[config.mk]
export PLATFORM = sky130hd
export DESIGN_NAME = noc_out_arbiter_flat
export DESIGN_NICKNAME = d
export VERILOG_FILES = /design/src/rtl/noc_out_arbiter_if.sv /design/src/rtl/noc_out_arbiter.sv /design/src/flat_wrapper.sv
export SDC_FILE = /design/constraint.sdc
export NUM_CORES = 1
export LEC_CHECK = 0
export ABC_AREA = 1
export BUFFER_PORTS_ARGS = -buffer_cell sky130_fd_sc_hd__buf_4
export CAP_MARGIN = 20
export CORE_AREA = 2 2 104 106
export CTS_CLUSTER_DIAMETER = 100
export CTS_CLUSTER_SIZE = 40
export DETAILED_ROUTE_END_ITERATION = 6
export DIE_AREA = 0 0 106 108
export PLACE_DENSITY_LB_ADDON = 0.25
export SLEW_MARGIN = 20
export SYNTH_ARGS = -nofsm -noshare
export SYNTH_HDL_FRONTEND = slang
export SYNTH_SLANG_ARGS = --single-unit
[constraint.sdc]
create_clock -name clk -period 6.7 [get_ports clk]
set_input_delay 0.67 -clock clk [delete_from_list [all_inputs] [get_ports clk]]
set_output_delay 0.67 -clock clk [all_outputs]
set_load 0.01 [all_outputs]
[src/rtl/noc_out_arbiter_if.sv]
// Input-side bus of the NoC output-port arbiter: per-port flit requests,
// packet framing flags, flit data and the one-hot grant back to the requesters.
interface noc_out_arbiter_if #(
    parameter int N_IN  = 5,
    parameter int WIDTH = 34
);
    logic [N_IN-1:0]       req_i;
    logic [N_IN-1:0]       head_i;
    logic [N_IN-1:0]       tail_i;
    logic [N_IN*WIDTH-1:0] data_i;
    logic [N_IN-1:0]       gnt_o;

    // Requesters drive flits and observe the grant.
    modport master (output req_i, head_i, tail_i, data_i, input gnt_o);

    // The arbiter observes flits and drives the grant.
    modport slave (input req_i, head_i, tail_i, data_i, output gnt_o);
endinterface

[src/rtl/noc_out_arbiter.sv]
// Output-port controller for one NoC router port.
// Shares a single downstream flit queue among N_IN input ports with packet-level
// round-robin arbitration: the grant is locked from head flit to tail flit.
// A credit counter mirrors free queue slots so the queue never overflows.
// Optional build macro: NOC_ARB_ERR_CHECK_EN adds a sticky err_o output that
// flags credit overflow and nested head flits inside a locked packet.
module noc_out_arbiter #(
    parameter int N_IN  = 5,
    parameter int WIDTH = 34,
    parameter int DEPTH = 4,
    localparam int CW = $clog2(DEPTH + 1),
    localparam int PW = (N_IN > 1) ? $clog2(N_IN) : 1
) (
    input  logic             clk,
    input  logic             rst,
    noc_out_arbiter_if.slave in_if,
    input  logic             credit_i,
    output logic             write_en_o,
    output logic [WIDTH-1:0] write_data_o,
    output logic [CW-1:0]    credits_o,
    output logic             busy_o
`ifdef NOC_ARB_ERR_CHECK_EN
    ,
    output logic             err_o
`endif
);

    typedef enum logic {IDLE, LOCKED} state_t;

    state_t           state_q, state_d;
    logic [PW-1:0]    rr_ptr_q, rr_ptr_d;
    logic [PW-1:0]    owner_q, owner_d;
    logic [CW-1:0]    credits_q, credits_d;
    logic             write_en_q, write_en_d;
    logic [WIDTH-1:0] write_data_q, write_data_d;

    logic [N_IN-1:0]  eligible;
    logic [N_IN-1:0]  gnt_raw;
    logic [PW-1:0]    winner;
    logic [PW-1:0]    cand;
    logic [PW-1:0]    gnt_idx;
    logic             found;
    logic             grant;
    logic             has_credit;
    logic [WIDTH-1:0] port_data [N_IN];

    // Advance a round-robin pointer, wrapping at the last port.
    function automatic logic [PW-1:0] next_ptr(input logic [PW-1:0] p);
        return (int'(p) == N_IN - 1) ? '0 : p + 1'b1;
    endfunction

    for (genvar k = 0; k < N_IN; k++) begin : g_unpack
        assign port_data[k] = in_if.data_i[k*WIDTH +: WIDTH];
    end

    assign eligible   = in_if.req_i & in_if.head_i;
    assign has_credit = (credits_q != '0);

    // Find the first eligible port searching upward from rr_ptr with wrap-around.
    always_comb begin
        found  = 1'b0;
        winner = '0;
        cand   = '0;
        for (int i = 0; i < N_IN; i++) begin
            cand = PW'((int'(rr_ptr_q) + i) % N_IN);
            if (!found && eligible[cand]) begin
                found  = 1'b1;
                winner = cand;
            end
        end
    end

    // Grant decision, next-state, credit bookkeeping and write-port staging.
    always_comb begin
        grant        = 1'b0;
        gnt_idx      = winner;
        gnt_raw      = '0;
        state_d      = state_q;
        rr_ptr_d     = rr_ptr_q;
        owner_d      = owner_q;
        credits_d    = credits_q;
        write_en_d   = 1'b0;
        write_data_d = write_data_q;

        if (state_q == IDLE) begin
            if (found && has_credit) begin
                grant   = 1'b1;
                gnt_idx = winner;
                if (in_if.tail_i[winner]) begin
                    rr_ptr_d = next_ptr(winner);
                end else begin
                    owner_d = winner;
                    state_d = LOCKED;
                end
            end
        end else begin
            if (in_if.req_i[owner_q] && has_credit) begin
                grant   = 1'b1;
                gnt_idx = owner_q;
                if (in_if.tail_i[owner_q]) begin
                    rr_ptr_d = next_ptr(owner_q);
                    state_d  = IDLE;
                end
            end
        end

        gnt_raw[gnt_idx] = grant;

        if (grant) begin
            write_en_d   = 1'b1;
            write_data_d = port_data[gnt_idx];
        end

        if (grant && !credit_i) begin
            credits_d = credits_q - 1'b1;
        end else if (!grant && credit_i && (credits_q < CW'(DEPTH))) begin
            credits_d = credits_q + 1'b1;
        end
    end

    // Hold the grant low while reset is asserted so nothing is popped.
    assign in_if.gnt_o = rst ? gnt_raw : '0;

    // Arbiter state, credit counter and registered queue write port.
    always_ff @(posedge clk or negedge rst) begin
        if (!rst) begin
            state_q      <= IDLE;
            rr_ptr_q     <= '0;
            owner_q      <= '0;
            credits_q    <= CW'(DEPTH);
            write_en_q   <= 1'b0;
            write_data_q <= '0;
        end else begin
            state_q      <= state_d;
            rr_ptr_q     <= rr_ptr_d;
            owner_q      <= owner_d;
            credits_q    <= credits_d;
            write_en_q   <= write_en_d;
            write_data_q <= write_data_d;
        end
    end

    assign write_en_o   = write_en_q;
    assign write_data_o = write_data_q;
    assign credits_o    = credits_q;
    assign busy_o       = (state_q == LOCKED);

`ifdef NOC_ARB_ERR_CHECK_EN
    logic err_q, err_d;

    // Sticky error: credit returned with the counter already full, or a head flit inside a packet.
    always_comb begin
        err_d = err_q
              | (credit_i && !grant && (credits_q == CW'(DEPTH)))
              | ((state_q == LOCKED) && grant && in_if.head_i[owner_q]);
    end

    // Error flag register, cleared only by reset.
    always_ff @(posedge clk or negedge rst) begin
        if (!rst) begin
            err_q <= 1'b0;
        end else begin
            err_q <= err_d;
        end
    end

    assign err_o = err_q;
`endif

endmodule

[src/flat_wrapper.sv]
// flat-port wrapper written by rule: the top's interface ports become plain ports
module noc_out_arbiter_flat 
#(
    parameter int N_IN  = 5,
    parameter int WIDTH = 34,
    parameter int DEPTH = 4,
    localparam int CW = $clog2(DEPTH + 1),
    localparam int PW = (N_IN > 1) ? $clog2(N_IN) : 1
)
  (clk, rst, credit_i, write_en_o, write_data_o, credits_o, busy_o, in_if_req_i, in_if_head_i, in_if_tail_i, in_if_data_i, in_if_gnt_o);
  noc_out_arbiter_if #(.N_IN(N_IN), .WIDTH(WIDTH)) in_if_i ();
  input  logic clk;
  input  logic rst;
  input  logic credit_i;
  output logic write_en_o;
  output logic [WIDTH-1:0] write_data_o;
  output logic [CW-1:0] credits_o;
  output logic busy_o;
  input wire logic [$bits(in_if_i.req_i)-1:0] in_if_req_i;
  input wire logic [$bits(in_if_i.head_i)-1:0] in_if_head_i;
  input wire logic [$bits(in_if_i.tail_i)-1:0] in_if_tail_i;
  input wire logic [$bits(in_if_i.data_i)-1:0] in_if_data_i;
  output wire logic [$bits(in_if_i.gnt_o)-1:0] in_if_gnt_o;
  assign in_if_i.req_i = in_if_req_i;
  assign in_if_i.head_i = in_if_head_i;
  assign in_if_i.tail_i = in_if_tail_i;
  assign in_if_i.data_i = in_if_data_i;
  assign in_if_gnt_o = in_if_i.gnt_o;
  noc_out_arbiter #(.N_IN(N_IN), .WIDTH(WIDTH), .DEPTH(DEPTH)) u_core (.clk(clk), .rst(rst), .in_if(in_if_i), .credit_i(credit_i), .write_en_o(write_en_o), .write_data_o(write_data_o), .credits_o(credits_o), .busy_o(busy_o));
endmodule
## After elaboration in Yosys (flattened, before gate mapping)

Index checks and enable logic that the tools add are counted.

| storage, ports and cells | value |
|---|---|
| register bits after elaboration | 45 |
| input bits | 188 |
| output and inout port bits | 44 |
| word-level logic and storage cells | 113 |

| cells by class | value |
|---|---|
| add/sub/neg operators | 8 |
| divide/modulo/power cells | 5 |
| order comparisons | 11 |
| equal/unequal tests | 4 |
| mux-type cells | 52 |
| bitwise operators | 5 |
| reductions and logical operators | 22 |

Operators by type and width:

| operator | number |
|---|---|
| remainder unit 32 x 4 -> 32 bit, second input constant | 4 |
| binary-select mux 34 bit (select 3 bit) | 1 |
| 2-to-1 mux 34 bit | 2 |
| 2-to-1 mux 3 bit | 16 |
| < comparator 3 x 4 -> 1 bit, second input constant | 8 |
| remainder unit 4 x 4 -> 32 bit, second input constant | 1 |
| binary-select mux 1 bit (select 3 bit) | 8 |
| 2-to-1 mux 1 bit | 23 |
| bitwise AND 5 bit | 2 |
| logical AND 1 bit | 10 |
| adder 3 x 1 -> 3 bit, second input constant | 3 |
| adder 3 x 2 -> 4 bit, second input constant | 2 |
| equality test 3 bit, second input constant | 2 |
| zero test 1 bit | 6 |
| nonzero test 2 bit | 3 |
| 2-to-1 mux 5 bit | 1 |
| adder 3 x 1 -> 4 bit, second input constant | 1 |
| adder 3 x 3 -> 4 bit, second input constant | 1 |
| >= comparator 4 bit, second input constant | 1 |
| != test 2 bit, second input constant | 2 |
| NOT 3 -> 4 bit | 1 |
| AND reduction 4 bit | 1 |
| demux 1 bit (select 3 bit) | 1 |
| >= comparator 3 x 1 -> 1 bit, second input constant | 1 |
| other kinds (5) | 6 |

## Logic depth before layout (Yosys ltp)

Gate-level depths: netlist (run 1).

| logic depth | value |
|---|---|
| word-level depth | 24 |
| gate-level depth with buffers | 34 |
| gate-level depth less buffers | 34 |

## Least setup slack after synthesis (run 1)

Ideal clock, no wire load.

| timing | value |
|---|---|
| path type | register -> output |
| from | register u_core.rr_ptr_q[0] |
| to | output port in_if_gnt_o[1] |
| data arrival time | 4.034 ns |
| required time | 6.030 ns |
| path slack | 1.996 ns |
| stages on the path, launching flop included | 32 |
| path buffers | 1 |
| cells stage by stage | dfrtp_1 -> inv_2 -> ha_1 -> inv_1 -> nand2_1 -> and2_1 -> ha_1 -> nor2_1 -> nand3_1 -> nand2_1 -> xor2_1 -> ha_1 -> inv_1 -> or2_2 -> nand3_1 -> nand2_1 -> nand2_1 -> nand2_1 -> inv_1 -> nand3_1 -> nand2_1 -> nand2_1 -> nand2_1 -> nand4_1 -> nand3_1 -> nand2_2 -> nand3_4 -> nand2_4 -> inv_2 -> buf_2 -> nand3_1 -> nor2_1 |

| on the way | value |
|---|---|
| word-level cells in the longest chain between the ends | 24 |
| elaborated cells between the ends (all ways) | 49 |

Ends and longest elaborated chain:

| what | line | text |
|---|---|---|
| start, declared | noc_out_arbiter.sv:31 | `logic [PW-1:0] rr_ptr_q, rr_ptr_d;` |
| start signal, assigned | noc_out_arbiter.sv:135 | `rr_ptr_q <= rr_ptr_d;` |
| branches (longest 22 deep; another with remainder unit 32 x 4 -> 32 bit) | -- |  |
| bitwise AND 5 bit (no source line) (*) | -- |  |
| 2-to-1 mux 5 bit (*) | noc_out_arbiter.sv:122 | `assign in_if.gnt_o = rst ? gnt_raw : '0;` |
| end, declared | flat_wrapper.sv:23 | `output wire logic [$bits(in_if_i.gnt_o)-1:0] in_if_gnt_o;` |

Every way passes the cells marked *. The select of a mux whose other input is x is not followed.

## Worst setup path in the final report (run 1)

| timing | value |
|---|---|
| from | register u_core.rr_ptr_q[1] |
| to | output port in_if_gnt_o[4] |

Same word-level chain as after synthesis.

==> reports/summary.txt, run 1 <==
clock period minus worst slack: 6020 ps
Yosys top cell by area: dfrtp_1
cell types occupying the most area after synthesis: dfrtp_1 21%, nand2_1 19%, inv_1 13%
count of synthesis-stage warnings from yosys: 0
Net Count, Synth: 1,140
part of the Yosys area used for sequential elements: 21.0%
largest net degree at the start of global routing: 51
mean area per synthesized cell: 5.80 µm²
Die H: 108 µm
area of the core: 10,200 µm²
vias in the first global route: 5,944
longest individual stage delay on the worst path: 500 ps
hold-fix buffers at CTS: 0
I/O Buffers: 231
share of post-route cells with drive strength above 1: 27.0%
die area: 11,400 µm²
starting DRC count in detailed routing: 380
number of buffers created by CTS: 5
data required time at the worst endpoint: 6030 ps
leading cell types by count after synthesis: 277 x nand2_1, 188 x inv_1, 138 x nand3_1
Yosys top cell area share: 20.5%
post-route setup TNS: 0 ps
pre-CTS setup slack: 1120 ps
buffers from clock root to sink, at most: 2
unrepaired setup endpoints after global routing: false
Initial Utilization: 52.5%
CTS tree: built
endpoint class of the critical path: output pin
Final HPWL DP: 13,600 µm
CP arrival: 5350 ps
count of distinct cell types in the synthesized netlist: 44
Worst Tran Pin Value: 754 ps
Max Transition Viols Final: 0
Slew HR: 49.6%
number of synthesized flops with an enable pin: 0
crit path launch type: register
gr ovfl total: 0
worst hold path type: input port to async pin
final net count: 1,353
async set or reset register ratio after synthesis: 100%
crit share post-route: 89.8%
first-pass GRT wire length: 27,600 µm
worst clock skew: 7.98 ps
length of the first detailed-routing pass in iterations: 5
most numerous cell on the critical path: nand2_1
drt drc: 0
post-CTS resize count: 0
worst setup margin: 683 ps
final count of hold timing violations: 0
fill cell instance count of the final layout: 968
count of final setup violators: 0
RePlAce Congestion: 0.906
number of rows in the core area: 37
cell family with most CP delay: simple AND/OR/NAND/NOR gates
total global-route track usage: 29.7%
Vias/cell: 5.05
crit path max fanout: 30
clock latency on the worst-skew pair: 300 ps
Antenna Cells: 0
initial antenna violation count: 0
clock input transition at the sequential cells of the worst setup and hold paths: 90 ps
combined area of all synthesized cells: 5370 µm²
leading register cell type out of synthesis: dfrtp_1
average wire per standard cell: 13.5 µm
achievable frequency: 0.166 GHz
signed area change from the synthesized netlist to the final layout: 34.9%
buffers inserted during post-CTS setup optimization: 0
Final ANT Viol Nets: 0
number of max-capacitance violations reported: 0
flip-flop and latch count after synthesis: 45
width of the die: 106 µm
root buffer cell: clkbuf_8
number of instances in the synthesized netlist: 926
clk sinks: 45
start-to-end type of the worst setup path: register to output pin
Detailed Route WL: 17,300 µm
Max H-tree Level: 2
dominant cell by count in the synthesized netlist: nand2_1
buffers plus inverters on the worst setup path: 4
vias after detailed routing: 6,439
Slowest-stage cell, CP: dfrtp_1
count of boundary I/O pins: 232
status: complete, no violations
-- metrics by stage --
stage	area (µm²)	instances	util [%]	hold WS [ps]
2_1_floorplan	5370	926	-	374
3_3_place_gp	7150	1268	69.9	481
3_5_place_dp	7150	1268	69.9	493
4_1_cts	7240	1276	70.8	400
5_1_grt	7240	1276	70.8	427
6_report	7240	1276	70.8	375
-- flip-flops by register name (all words and copies together), names as in the netlist --
register / count
u_core.busy_o: 1
u_core.credits_o: 3
u_core.owner_q: 3
u_core.rr_ptr_q: 3
u_core.write_data_o: 34
u_core.write_en_o: 1
-- worst reg2reg max path, delay by kind of cell (launching register included) --
family | cells | cell delay, ps
buffers and inverters | 7 | 1130
adder cells (fa/ha/maj) | 3 | 850
flip-flops | 1 | 500
XOR/XNOR | 1 | 250
AND/OR/NAND/NOR | 21 | 2620
-- cells by family (layout without fill, tap and decap cells) --
logic type	Yosys count	in the layout	share of synthesized area (%)
AND/OR/NAND/NOR	543	543	46.3
buffers and inverters	234	448	17.3
AO/OA/AOI/OAI	70	70	7.60
flip-flops	45	45	21.0
adder cells (fa/ha/maj)	26	26	6.34
XOR/XNOR	8	8	1.44
-- cell type report --
class	instances	area, µm²	share of cell area (%)
Clock buffer	5	68.8	0.950
Clock inverter	3	21.3	0.294
Inverter	202	758	10.5
Multi-Input combinational cell	647	3310	45.7
Sequential cell	45	1130	15.6
Tap cell	136	170	2.35
Timing Repair Buffer	238	1790	24.7
-- final timing paths --
path                                      from                 endpoint  slack, ps  cells past startpoint
max in group asynchronous                  rst   u_core.write_data_o[4]       5890                      1
min in group clk           u_core.credits_o[0]      u_core.credits_o[0]        510                      1
min reg2reg                u_core.credits_o[0]      u_core.credits_o[0]        510                      1
max reg2reg                 u_core.rr_ptr_q[1]  u_core.write_data_o[31]       1290                     32
min                                        rst        u_core.owner_q[0]        370                      1
max                         u_core.rr_ptr_q[1]           in_if_gnt_o[4]        680                     27
-- per-layer routing --
metal	routed length, µm	vias to the layer above	global-route usage (%)
li1	-	3262	-
met1	7030	2880	37.7
met2	8550	267	52.4
met3	1370	30	5.55
met4	327	0	7.14
met5	0	-	0
-- cells in the final DEF (no fill, tap or decap), types with 11 or more instances in the layout --
cell | Yosys | layout
inv_1 | 188 | 188
buf_4 | 3 | 238
a21oi_1 | 37 | 37
inv_2 | 13 | 13
nand3b_1 | 20 | 20
nand3_1 | 138 | 138
or2_2 | 25 | 25
ha_1 | 24 | 24
nor2_1 | 51 | 51
dfrtp_1 | 44 | 44
nand2_1 | 277 | 277
nand4_1 | 11 | 11
Power of run 1 is not shown: default switching activity piles up to over one toggle a cycle in this logic, so the estimate is an artifact.
==> run 2, diff against run 1 <==
Settings changed: BUFFER_PORTS_ARGS -buffer_cell sky130_fd_sc_hd__buf_4 to unset, CORE_AREA 2 2 104 106 to 2 2 94 96, DIE_AREA 0 0 106 108 to 0 0 96 98, DONT_BUFFER_PORTS set to 1.
==> run 2 against run 1 <==
Compared with the run above: global-route usage up 4.2 points; die area down 18%; non-clock buffer count down 233; via count down 9.6%; critical path depth up 1; fmax down 2.6%; register-to-register slack better by 50 ps; clock skew down 1.5 ps.
==> reports/summary.txt, run 2 (same netlist as run 1, synthesis figures left out) <==
status: complete, no violations
Worst Tran Pin Value: 802 ps (+47.9 ps)
clock latency on the worst-skew pair: 300 ps (about the same)
most numerous cell on the critical path: nand2_1
vias after detailed routing: 5,820 (-9.6%)
Slowest-stage cell, CP: dfrtp_1
hold-fix buffers at CTS: 0 (unchanged)
buffers inserted during post-CTS setup optimization: 0 (unchanged)
area of the core: 8470 µm² (-17%)
crit path max fanout: 35 (+17%)
achievable frequency: 0.162 GHz (-2.6%)
CP arrival: 5510 ps (+160 ps)
commonest non-fill, non-tap cell in the layout: nand2_1
vias in the first global route: 5,271 (-11%)
I/O Buffers: 0 (-100%)
Slew HR: 46.4% (-3.2 points)
clock period minus worst slack: 6180 ps (+158 ps)
CTS tree: built
share of post-route cells with drive strength above 1: 8.16% (-19 points)
worst clock skew: 6.43 ps (-1.55 ps)
die area: 9410 µm² (-18%)
Max H-tree Level: 2 (unchanged)
worst hold path type: input port to async pin
number of rows in the core area: 34 (-8.1%)
clk sinks: 45 (unchanged)
total global-route track usage: 33.9% (+4.2 points)
crit share post-route: 92.2% (+2.4 points)
signed area change from the synthesized netlist to the final layout: 2.07%
unrepaired setup endpoints after global routing: false
starting DRC count in detailed routing: 327 (-14%)
count of final setup violators: 0 (unchanged)
Die H: 98 µm (-9.3%)
Vias/cell: 5.73 (+14%)
Detailed Route WL: 16,200 µm (-6.4%)
gr ovfl total: 0 (unchanged)
Antenna Cells: 0 (unchanged)
start-to-end type of the worst setup path: register to output pin
Max Transition Viols Final: 0 (unchanged)
worst setup margin: 525 ps (-158 ps)
Initial Utilization: 63.4% (+11 points)
final count of hold timing violations: 0 (unchanged)
number of buffers created by CTS: 5 (unchanged)
drt drc: 0 (unchanged)
first-pass GRT wire length: 25,300 µm (-8.2%)
timing startpoint of the critical path: u_core.rr_ptr_q[1]
longest individual stage delay on the worst path: 530 ps (+30 ps)
final net count: 1,120 (-17%)
root buffer cell: clkbuf_8
endpoint class of the critical path: output pin
placed instance area: 5370 µm² (-25%)
number of flip-flops in the largest register: 34 (unchanged)
Final ANT Viol Nets: 0 (unchanged)
count of boundary I/O pins: 232 (unchanged)
crit path launch type: register
post-route setup TNS: 0 ps (unchanged)
Final HPWL DP: 12,500 µm (-8.2%)
most frequent cells in the layout: 277 x nand2_1, 188 x inv_1, 138 x nand3_1
largest net degree at the start of global routing: 69 (+35%)
average wire per standard cell: 15.9 µm (+18%)
buffers from clock root to sink, at most: 2 (unchanged)
initial antenna violation count: 0 (unchanged)
reg-to-reg startpoint: u_core.rr_ptr_q[1]
number of max-capacitance violations reported: 0 (unchanged)
hold slack: 52.5 ps (-322 ps)
RePlAce Congestion: 0.999 (+10%)
pre-CTS setup slack: 975 ps (-147 ps)
summed area of non-filler cells in the final layout: 5480 µm² (-24%)
width of the die: 96 µm (-9.4%)
post-CTS resize count: 0 (unchanged)
clock input transition at the sequential cells of the worst setup and hold paths: 90 ps (about the same)
data required time at the worst endpoint: 6030 ps (about the same)
length of the first detailed-routing pass in iterations: 5 (unchanged)
run 2: cell count changes in the layout (fill, tap and decap cells not counted):
cell        previous run  this run
clkinv_4               0         1
inv_6                  1         0
clkbuf_1               0         1
clkinv_2               1         0
bufinv_16              0         1
buf_4                238         5
clkinvlp_4             1         0
run 2: metrics by stage:
step / util [%] / std cells
6_report: 64.8 / 1015
5_1_grt: 64.8 / 1015
3_3_place_gp: 63.4 / 1007
2_1_floorplan: - / 926
3_5_place_dp: 63.4 / 1007
4_1_cts: 64.8 / 1015
run 2: final cells by class:
class / count / area (µm²)
multi-input cells: 647 / 3310
flip-flops and latches: 45 / 1130
repair buffers: 5 / 37.5
clock inverters: 2 / 38.8
fillers: 807 / 2980
well taps: 108 / 135
clock buffers: 6 / 72.6
inverters: 202 / 758
run 2: layer usage:
layer / global-route usage (%) / up-vias / routed length (µm)
met5: 0 / - / 0
met4: 11.9 / 0 / 534
met3: 6.87 / 47 / 1560
met2: 54.9 / 337 / 7670
met1: 44.6 / 2648 / 6400
li1: - / 2788 / -
run 2: path summary, 6_finish.rpt:
kind                                           endpoint  slack, ps  cells after the start
worst max register to register  u_core.write_data_o[31]       1340                     30
min in group clk                    u_core.credits_o[2]        530                      2
worst min-delay path            u_core.write_data_o[20]         50                      0
worst max-delay path                     in_if_gnt_o[0]        520                     28
max in group asynchronous           u_core.credits_o[2]       6470                      0
worst min register to register      u_core.credits_o[0]        570                      1
run 2: critical path, delay by kind of cell, from the launching register on:
kind                       cells  cell delay [ps]
xor gates and xnor gates       1              240
adders and majority gates      3              870
buffers and inverters          5              850
DFF                            1              530
and+or+nand+nor               19             2650
Power of run 2 is left out for the same reason.
==> run 3, diff against run 2 <==
Settings changed: ABC_CLOCK_PERIOD_IN_PS set to 6700, REMOVE_ABC_BUFFERS set to 1.
==> run 3 against run 2 <==
Compared with the run above: routed wire length decreased by 6.0%; count of clock-buffer cells in the layout fell by 1; setup slack improved by 310 ps; non-clock buffer count is 2 higher.
==> reports/summary.txt, run 3 (same netlist as run 1, synthesis figures left out) <==
gr ovfl total: 0 (unchanged)
share of post-route cells with drive strength above 1: 8.37% (+0.21 points)
area of combinational cells with multiple inputs: 3310 µm² (unchanged)
endpoint class of the critical path: output pin
commonest non-fill, non-tap cell in the layout: nand2_1
buffers inserted during post-CTS setup optimization: 0 (unchanged)
Worst Tran Pin Value: 715 ps (-86.9 ps)
Initial Utilization: 63.4% (unchanged)
number of buffers created by CTS: 5 (unchanged)
placed instance area: 5390 µm² (+0.28%)
Final HPWL DP: 11,900 µm (-4.9%)
crit path launch type: register
crit path max fanout: 36 (+2.9%)
number of flip-flops in the largest register: 34 (unchanged)
fill cell instance count of the final layout: 822 (+1.9%)
unrepaired setup endpoints after global routing: false
root buffer cell: clkbuf_8
RePlAce Congestion: 0.953 (-4.7%)
number of rows in the core area: 34 (unchanged)
area of the core: 8470 µm² (unchanged)
Max Transition Viols Final: 0 (unchanged)
clock period minus worst slack: 5860 ps (-313 ps)
data required time at the worst endpoint: 6030 ps (about the same)
most frequent cells in the layout: 277 x nand2_1, 188 x inv_1, 138 x nand3_1
length of the first detailed-routing pass in iterations: 5 (unchanged)
sequential cell area: 1130 µm² (unchanged)
worst clock skew: 13.4 ps (+7.01 ps)
hold-fix buffers at CTS: 0 (unchanged)
signed area change from the synthesized netlist to the final layout: 2.21%
total global-route track usage: 32.4% (-1.5 points)
starting DRC count in detailed routing: 267 (-18%)
status: complete, no violations
first-pass GRT wire length: 24,800 µm (-1.9%)
vias after detailed routing: 5,672 (-2.5%)
count of boundary I/O pins: 232 (unchanged)
summed area of non-filler cells in the final layout: 5490 µm² (+0.14%)
I/O Buffers: 0 (unchanged)
Slew HR: 52.2% (+5.8 points)
largest net degree at the start of global routing: 51 (-26%)
total instance count after detailed placement: 1,009 (+0.20%)
final std cells w/o fill: 1,016 (+0.099%)
final count of hold timing violations: 0 (unchanged)
CP arrival: 5190 ps (-320 ps)
crit share post-route: 87.5% (-4.7 points)
Vias/cell: 5.58 (-2.6%)
Antenna Cells: 0 (unchanged)
achievable frequency: 0.171 GHz (+5.3%)
Detailed Route WL: 15,200 µm (-6.0%)
worst hold path type: input port to async pin
count of final setup violators: 0 (unchanged)
width of the die: 96 µm (unchanged)
Max H-tree Level: 2 (unchanged)
average wire per standard cell: 14.9 µm (-6.1%)
buffers from clock root to sink, at most: 2 (unchanged)
clock input transition at the sequential cells of the worst setup and hold paths: 90 ps (about the same)
clock latency on the worst-skew pair: 290 ps (about the same)
post-CTS resize count: 0 (unchanged)
Final ANT Viol Nets: 0 (unchanged)
initial antenna violation count: 0 (unchanged)
final net count: 1,122 (+0.18%)
start-to-end type of the worst setup path: register to output pin
vias in the first global route: 5,306 (+0.66%)
CTS tree: built
die area: 9410 µm² (unchanged)
number of max-capacitance violations reported: 0 (unchanged)
post-route setup TNS: 0 ps (unchanged)
clk sinks: 45 (unchanged)
drt drc: 0 (unchanged)
Die H: 98 µm (unchanged)
[run 3: final timing paths]
check	slack [ps]	endpoint	cells after the start	from
setup / recovery	840	in_if_gnt_o[4]	26	u_core.rr_ptr_q[1]
hold / removal	70	u_core.write_data_o[18]	0	rst
setup reg to reg	1230	u_core.write_data_o[32]	32	u_core.rr_ptr_q[1]
hold reg to reg	600	u_core.write_data_o[25]	2	u_core.write_data_o[25]
max in group asynchronous	6430	u_core.credits_o[2]	0	rst
min in group clk	540	u_core.credits_o[2]	2	credit_i
[run 3: layout make-up]
class	count	area share, %
Sequential cell	45	20.5
Timing Repair Buffer	7	0.957
Clock inverter	2	0.638
Inverter	202	13.8
Multi-Input combinational cell	647	60.3
Clock buffer	5	1.25
Tap cell	108	2.46
[run 3: critical path, cell delays in order, from the launching register on]
cell,delay [ps]
dfrtp_1,510
inv_1,230
ha_1,440
inv_1,130
ha_1,240
nor2_1,90
nand3_1,110
nand2_1,120
xor2_1,260
ha_1,190
inv_1,50
or2_2,260
nand3_1,150
nand2_1,120
nand2_1,80
nand2_1,110
nand3_1,110
nand2_1,50
nand2_1,50
nand2_1,120
nand4_1,150
nand3_1,110
nand2_2,130
nand3_4,220
nand2_4,380
nand3_1,180
a21oi_1,290
[run 3: through the flow]
stage,hold WS (ps),util [%],setup slack [ps]
detailed placement,375,63.6,1280
floorplan,374,-,1150
global placement,376,63.6,1510
CTS,51.7,64.8,919
finish,66.2,64.8,837
global route,44.6,64.8,323
[run 3: routing by layer]
metal	global-route usage, %	share of wire (%)
met1	44.8	43
met2	51.1	47
met3	5.63	7.6
met4	10.8	2.8
met5	0	0
Power of run 3 is left out for the same reason.
